### src/rtl/clk_div_bank.sv
// Bank of NUM_CH independent clock dividers with runtime divisors.
// Each channel emits a one-cycle tick and a square wave that toggles on every tick.
module clk_div_bank #(
    parameter int unsigned     NUM_CH      = 4,
    parameter int unsigned     CNT_W       = 32,
    parameter longint unsigned DEFAULT_DIV = 50000000,
    parameter logic            IDLE_LEVEL  = 1'b0
) (
    input  logic                    clk,
    input  logic                    rst,
    input  logic [NUM_CH-1:0]       en_i,
    input  logic                    sync_i,
    input  logic [NUM_CH-1:0]       div_load_i,
    input  logic [NUM_CH*CNT_W-1:0] div_i,
    output logic [NUM_CH-1:0]       tick_o,
    output logic [NUM_CH-1:0]       clk_o,
    output logic [NUM_CH-1:0]       pending_o
);

    localparam logic [CNT_W-1:0] DEF_D = CNT_W'(DEFAULT_DIV);

    for (genvar k = 0; k < NUM_CH; k++) begin : g_ch
        logic [CNT_W-1:0] cnt_q, cnt_d;
        logic [CNT_W-1:0] div_q, div_d;
        logic [CNT_W-1:0] pend_q, pend_d;
        logic             pv_q, pv_d;
        logic             clk_q, clk_d;
        logic             tick_q, tick_d;
        logic [CNT_W-1:0] div_in;
        logic [CNT_W-1:0] div_eff;
        logic             wrap;

        assign div_in  = div_i[k*CNT_W +: CNT_W];
        assign div_eff = (div_q == '0) ? CNT_W'(1) : div_q;
        assign wrap    = (cnt_q == div_eff - CNT_W'(1));

        always_comb begin
            cnt_d  = cnt_q;
            div_d  = div_q;
            pend_d = pend_q;
            pv_d   = pv_q;
            clk_d  = clk_q;
            tick_d = 1'b0;
            if (sync_i || !en_i[k] || wrap) begin
                // Period boundary: a same-edge load wins over any older pending value.
                if (div_load_i[k]) begin
                    div_d = div_in;
                    pv_d  = 1'b0;
                end else if (pv_q) begin
                    div_d = pend_q;
                    pv_d  = 1'b0;
                end
                cnt_d = '0;
                if (sync_i || !en_i[k]) begin
                    clk_d = IDLE_LEVEL;
                end else begin
                    tick_d = 1'b1;
                    clk_d  = ~clk_q;
                end
            end else begin
                cnt_d = cnt_q + CNT_W'(1);
                if (div_load_i[k]) begin
                    pend_d = div_in;
                    pv_d   = 1'b1;
                end
            end
        end

        always_ff @(posedge clk) begin
            if (rst) begin
                cnt_q  <= '0;
                div_q  <= DEF_D;
                pend_q <= '0;
                pv_q   <= 1'b0;
                clk_q  <= IDLE_LEVEL;
                tick_q <= 1'b0;
            end else begin
                cnt_q  <= cnt_d;
                div_q  <= div_d;
                pend_q <= pend_d;
                pv_q   <= pv_d;
                clk_q  <= clk_d;
                tick_q <= tick_d;
            end
        end

        assign tick_o[k]    = tick_q;
        assign clk_o[k]     = clk_q;
        assign pending_o[k] = pv_q;
    end

endmodule
### config.mk
export PLATFORM = sky130hd
export DESIGN_NAME = clk_div_bank
export DESIGN_NICKNAME = d
export VERILOG_FILES = /design/src/rtl/clk_div_bank.sv
export SDC_FILE = /design/constraint.sdc
export NUM_CORES = 1
export LEC_CHECK = 0
export CORE_AREA = 2 2 229 186
export CTS_CLUSTER_SIZE = 10
export DETAILED_ROUTE_END_ITERATION = 7
export DIE_AREA = 0 0 231 188
export GPL_ROUTABILITY_DRIVEN = 0
export PLACE_DENSITY = 0.85
export SLEW_MARGIN = 20
export SYNTH_ARGS = -nofsm -noshare
export SYNTH_HDL_FRONTEND = slang
export SYNTH_SLANG_ARGS = --single-unit
### constraint.sdc
create_clock -name clk -period 6.4 [get_ports clk]
set_clock_uncertainty 0.2 [all_clocks]
set_input_delay 0.64 -clock clk [delete_from_list [all_inputs] [get_ports clk]]
set_output_delay 0.64 -clock clk [all_outputs]
set_load 0.005 [all_outputs]
Word level (Yosys, flattened, before mapping)

Cells that the tools add are included.

Output and inout bits: 12
Register bits after elaboration: 396
Word-level logic and storage cells: 100

Reduce and logical (&&, ||, !) cells: 36
Muxes and demuxes: 20
Equality and inequality tests: 4
Add/subtract/negate cells: 8
Bitwise logic cells: 8

Operators by type and width:

| kind                                                                 | count |
|---|---|
| 32-bit 2-to-1 mux                                                    | 12 |
| 32-bit by 1-bit adder with 32-bit output, second input constant      | 4 |
| 32-bit equality test                                                 | 4 |
| 32-bit zero test                                                     | 4 |
| 32-bit by 1-bit subtractor with 32-bit output, second input constant | 4 |
| 2-bit AND reduction                                                  | 8 |
| 2-bit OR reduction                                                   | 8 |
| 1-bit logical OR                                                     | 8 |
| 1-bit 2-to-1 mux                                                     | 8 |
| 1-bit NOT                                                            | 8 |
| 2-bit nonzero test                                                   | 4 |
| 1-bit zero test                                                      | 4 |

Longest topological paths before layout

Word-level depth: 7
Gate-level depth with buffers: 18
Gate-level depth less buffers: 14

Worst setup path after synthesis

No wires, ideal clock.

Kind: reg2reg
From: reg g_ch[3].div_q[2]
To: reg g_ch[3].div_q[1]
Data required time: 6.083 ns
Buffers on the path: 3
Cell stages (with the launch flop): 18
Slack: 1.776 ns
Setup time: 0.117 ns
Arrival time: 4.306 ns
Path through: dfxtp_1 > clkbuf_1 > nor4_1 > nand2_1 > nor4_2 > a21oi_1 > ha_1 > xnor2_1 > a221o_1 > a2111oi_0 > nand4_1 > nor3_1 > nand4_1 > nor4_4 > buf_4 > buf_4 > mux2i_1 > nand2_1

Cells in the longest elaborated chain, start to end: 6

Ends and longest elaborated chain:

| element                                         | RTL line | RTL |
|---|---|---|
| from (decl)                                     | 24       | `logic [CNT_W-1:0] div_q, div_d;` |
| from (signal assigned)                          | 79       | `div_q <= div_d;` |
| 32-bit zero test                                | 34       | `assign div_eff = (div_q == '0) ? CNT_W'(1) : div_q;` |
| 32-bit 2-to-1 mux *                             | 34       |  |
| 32-bit by 1-bit subtractor with 32-bit output * | 35       | `assign wrap = (cnt_q == div_eff - CNT_W'(1));` |
| 32-bit equality test *                          | 35       |  |
| 1-bit logical OR *                              | 44       | `if (sync_i \|\| !en_i[k] \|\| wrap) begin` |
| 2-bit AND reduction (no source line) *          | -        |  |

Mark *: on every way between the ends. The rest lies on a longest branch, timed or not.
A chain may end at the register's enable or synchronous reset.

Worst setup path in the final report

From: reg g_ch[3].div_q[6]
To: reg g_ch[3].div_q[12]

Same word-level chain as after synthesis.

==> impl_metrics.toml <==
[run_status]
status = "complete, no violations"

[clocking]
cts_setup_buffers = 0
cts-buffers-inserted = 46
root_buffer = "clkbuf_16"
clkTransAtPathRegs_ps = 50
cts_resized = 0
cts_tree = "built"
cts-htree-levels = 2
holdBufCountCts = 0
clockBufferDepth = 3
clock_latency_ps = 550
cts_sinks = 396

[final_layout]
drive_above_1_share_pct = 6.32
area_growth_pct = 12.5
postLayoutCellArea_sq_um = 25700
nNetsFinal = 2937

[critical_path]
ff2ff_path_depth = 15
critPathSlowestCell = "nor4_2"
crit_chain = "nor4_1, nand2_1, nor4_2, a21oi_1, ha_1, xnor2_1, a221o_1, a2111oi_0, nand4_1, nor3_1, nand4_1, nor4_4, buf_4, nor4_1, a211oi_1"
crit_path_max_fanout = 45
arrival_ps = 5960
critPathRequiredTime_ps = 6660
worstSetupEndpointType = "flip-flop"
cp_top_family = "simple AND/OR/NAND/NOR gates"
startpoint_type = "flip-flop"
path_depth = 15
cp_slowest_stage_delay_ps = 710
critPathKind = "reg -> reg"
crit_buf_inv = 1

[global_route]
grt_pass1_wl_mm = 100
grt_max_degree = 120
grtUsageTotal_pct = 27.4
antenna_found_initial = 2
grt-ovfl-total = 0
grt_pass1_vias = 20600

[floorplan]
rows = 67
die_h_microns = 188
ios = 151
start_util_pct = 55.4
dieArea_sq_um = 43400
core-area_sq_um = 41200
die_x_microns = 231

[power_and_ir_drop]
powerDensity_nw_per_um2 = 228
power_leakage_nw = 9.22
peakVddDrop_v = 0.000189

[logic_synthesis]
synth_top_area_share_pct = 34.7
netlist_top_cells_area = "dfxtp_1 35%, mux2i_1 10%, nor2_1 5.7%, xor2_1 5.5%, nand2_1 5.4%"
syn_avg_cell_area_sq_um = 8.26
syn-cell-area_sq_um = 22800
synth_cell_types = 83
ys_top_cells_by_count = "396 x dfxtp_1, 348 x nor2_1, 329 x nand2_1, 239 x mux2i_1, 143 x xor2_1"
synth-edff-count = 0
ys.flop_type = "dfxtp_1"
yosysWarnings = 0
async_flop_share_pct = 0
syn_inst = 2765
yosysMostFrequentCell = "dfxtp_1"
syn_nets = 2912
ys_seq_elements = 396
synth_area_leader_cell = "dfxtp_1"
yosysSeqAreaShare_pct = 34.7

[sta]
final-setup-viol-count = 0
relSlewSlack_pct = 26.8
timing.fmax_mhz = 175
hold_violations = 0
fin_crit_ps = 5700
post-route-period-util_pct = 89.0
worstMarginPinSlew_ps = 1100
tns_ps = 0
rsz0062_at_grt = "false"
maxSlewViolCount = 0

[routing]
avgRoutedWirePerCell_microns = 18.0
via_per_inst = 6.23
drcViolationCount = 0
drtPass1Iterations = 5
wirelength_mm = 60.4
dr.first_iter.drc_count = 2043
postRouteAntennaNets = 0
vias = 20900

[place]
dpl_cell_area_sq_um = 24400
dp_hpwl_mm = 43.3
port_buffers = 150

[hold_path]
hold_path_class = "reg -> reg"
whs_path_depth = 2

[run]
drv_cap = 0
## sequential cells by signal (all words and copies together) (netlist names)
signal and count:
g_ch.clk_q 4, g_ch.cnt_q 128, g_ch.div_q 128, g_ch.pend_q 128
g_ch.pv_q 4, g_ch.tick_q 4
## logic make-up after synthesis
| kind of cell | synth area share [%] |
|---|---|
| multiplexers | 11.8 |
| AND/OR/NAND/NOR | 26.1 |
| AO/OA/AOI/OAI | 12.0 |
| buffers and inverters | 4.65 |
| adder cells (fa/ha/maj) | 0.438 |
| flip-flops | 34.7 |
| XOR/XNOR | 10.3 |
## routing by layer
metal  vias up  global-route usage, %  share of wire (%)
met5         -                      0                  0
met4         0                   9.08                2.7
met3       142                   4.82                7.9
met2       890                   45.0                 46
met1      9965                   36.3                 44
li1       9904                      -                  -
## power by group
| part | leakage, nW | switching [mW] | internal, mW |
|---|---|---|---|
| sequential | 3.23 | 0.140 | 2.56 |
| clock | 0.615 | 0.970 | 1.35 |
| combinational | 5.38 | 0.475 | 0.364 |
| total | 9.22 | 1.58 | 4.28 |
## layout by cell type (no fill, tap or decap), drive strengths merged, types with 9 or more instances in the layout
cell,Yosys,final
or4,31,31
clkdlybuf4s50,0,146
a221oi,23,23
o21ai,22,22
nand2,329,329
inv,56,56
buf,56,28
or4b,19,19
a31oi,35,35
o311ai,9,9
mux2i,239,239
xor2,143,143
nand2b,11,11
or3,25,25
nand4,58,58
xnor2,125,125
nor3b,9,9
a211oi,73,73
nor3,92,92
a311oi,24,24
mux2,27,27
nand3,90,90
and2,17,17
a21oi,44,44
o211ai,9,9
and4,12,12
nor4,58,58
and3,37,37
dfxtp,396,396
o22ai,25,25
or2,19,19
nor2,348,348
clkbuf,141,55
o31ai,19,19
nor2b,33,33
## path summary, 6_finish.rpt
check / from / end / slack (ps)
min: g_ch[2].pend_q[7] / g_ch[2].pend_q[7] / 250
max reg2reg: g_ch[3].div_q[6] / g_ch[3].div_q[12] / 700
max: g_ch[3].div_q[6] / g_ch[3].div_q[12] / 700
min reg2reg: g_ch[2].pend_q[7] / g_ch[2].pend_q[7] / 250
## worst register-to-register path: stages (launching register included)
cell       delay [ps]
dfxtp_1           380
nor4_1            650
nand2_1           500
nor4_2            710
a21oi_1           180
ha_1              330
xnor2_1           130
a221o_1           260
a2111oi_0         390
nand4_1           200
nor3_1            210
nand4_1           170
nor4_4            450
buf_4             460
nor4_1            110
a211oi_1          270
## through the flow
stage          setup WS (ps)  cells  util, %  hold WS [ps]  total power [mW]
2_1_floorplan           1780   2765        -           230              3.29
3_3_place_gp            1140   3293     59.2           237              3.53
3_5_place_dp             879   3294     59.2           244              3.57
4_1_cts                  825   3351     62.3           251              5.88
5_1_grt                  330   3352     62.3           264              6.08
6_report                 701   3353     62.3           253              5.86
## cell type report
type	count	area, sq um
Tap cell	552	691
Inverter	56	215
Antenna cell	2	5.00
Fill cell	3418	15600
Timing Repair Buffer	174	1690
Clock inverter	2	12.5
Clock buffer	55	1250
Sequential cell	396	7930
Multi-Input combinational cell	2116	13900
No activity file was read; power rests on OpenSTA's default activity.
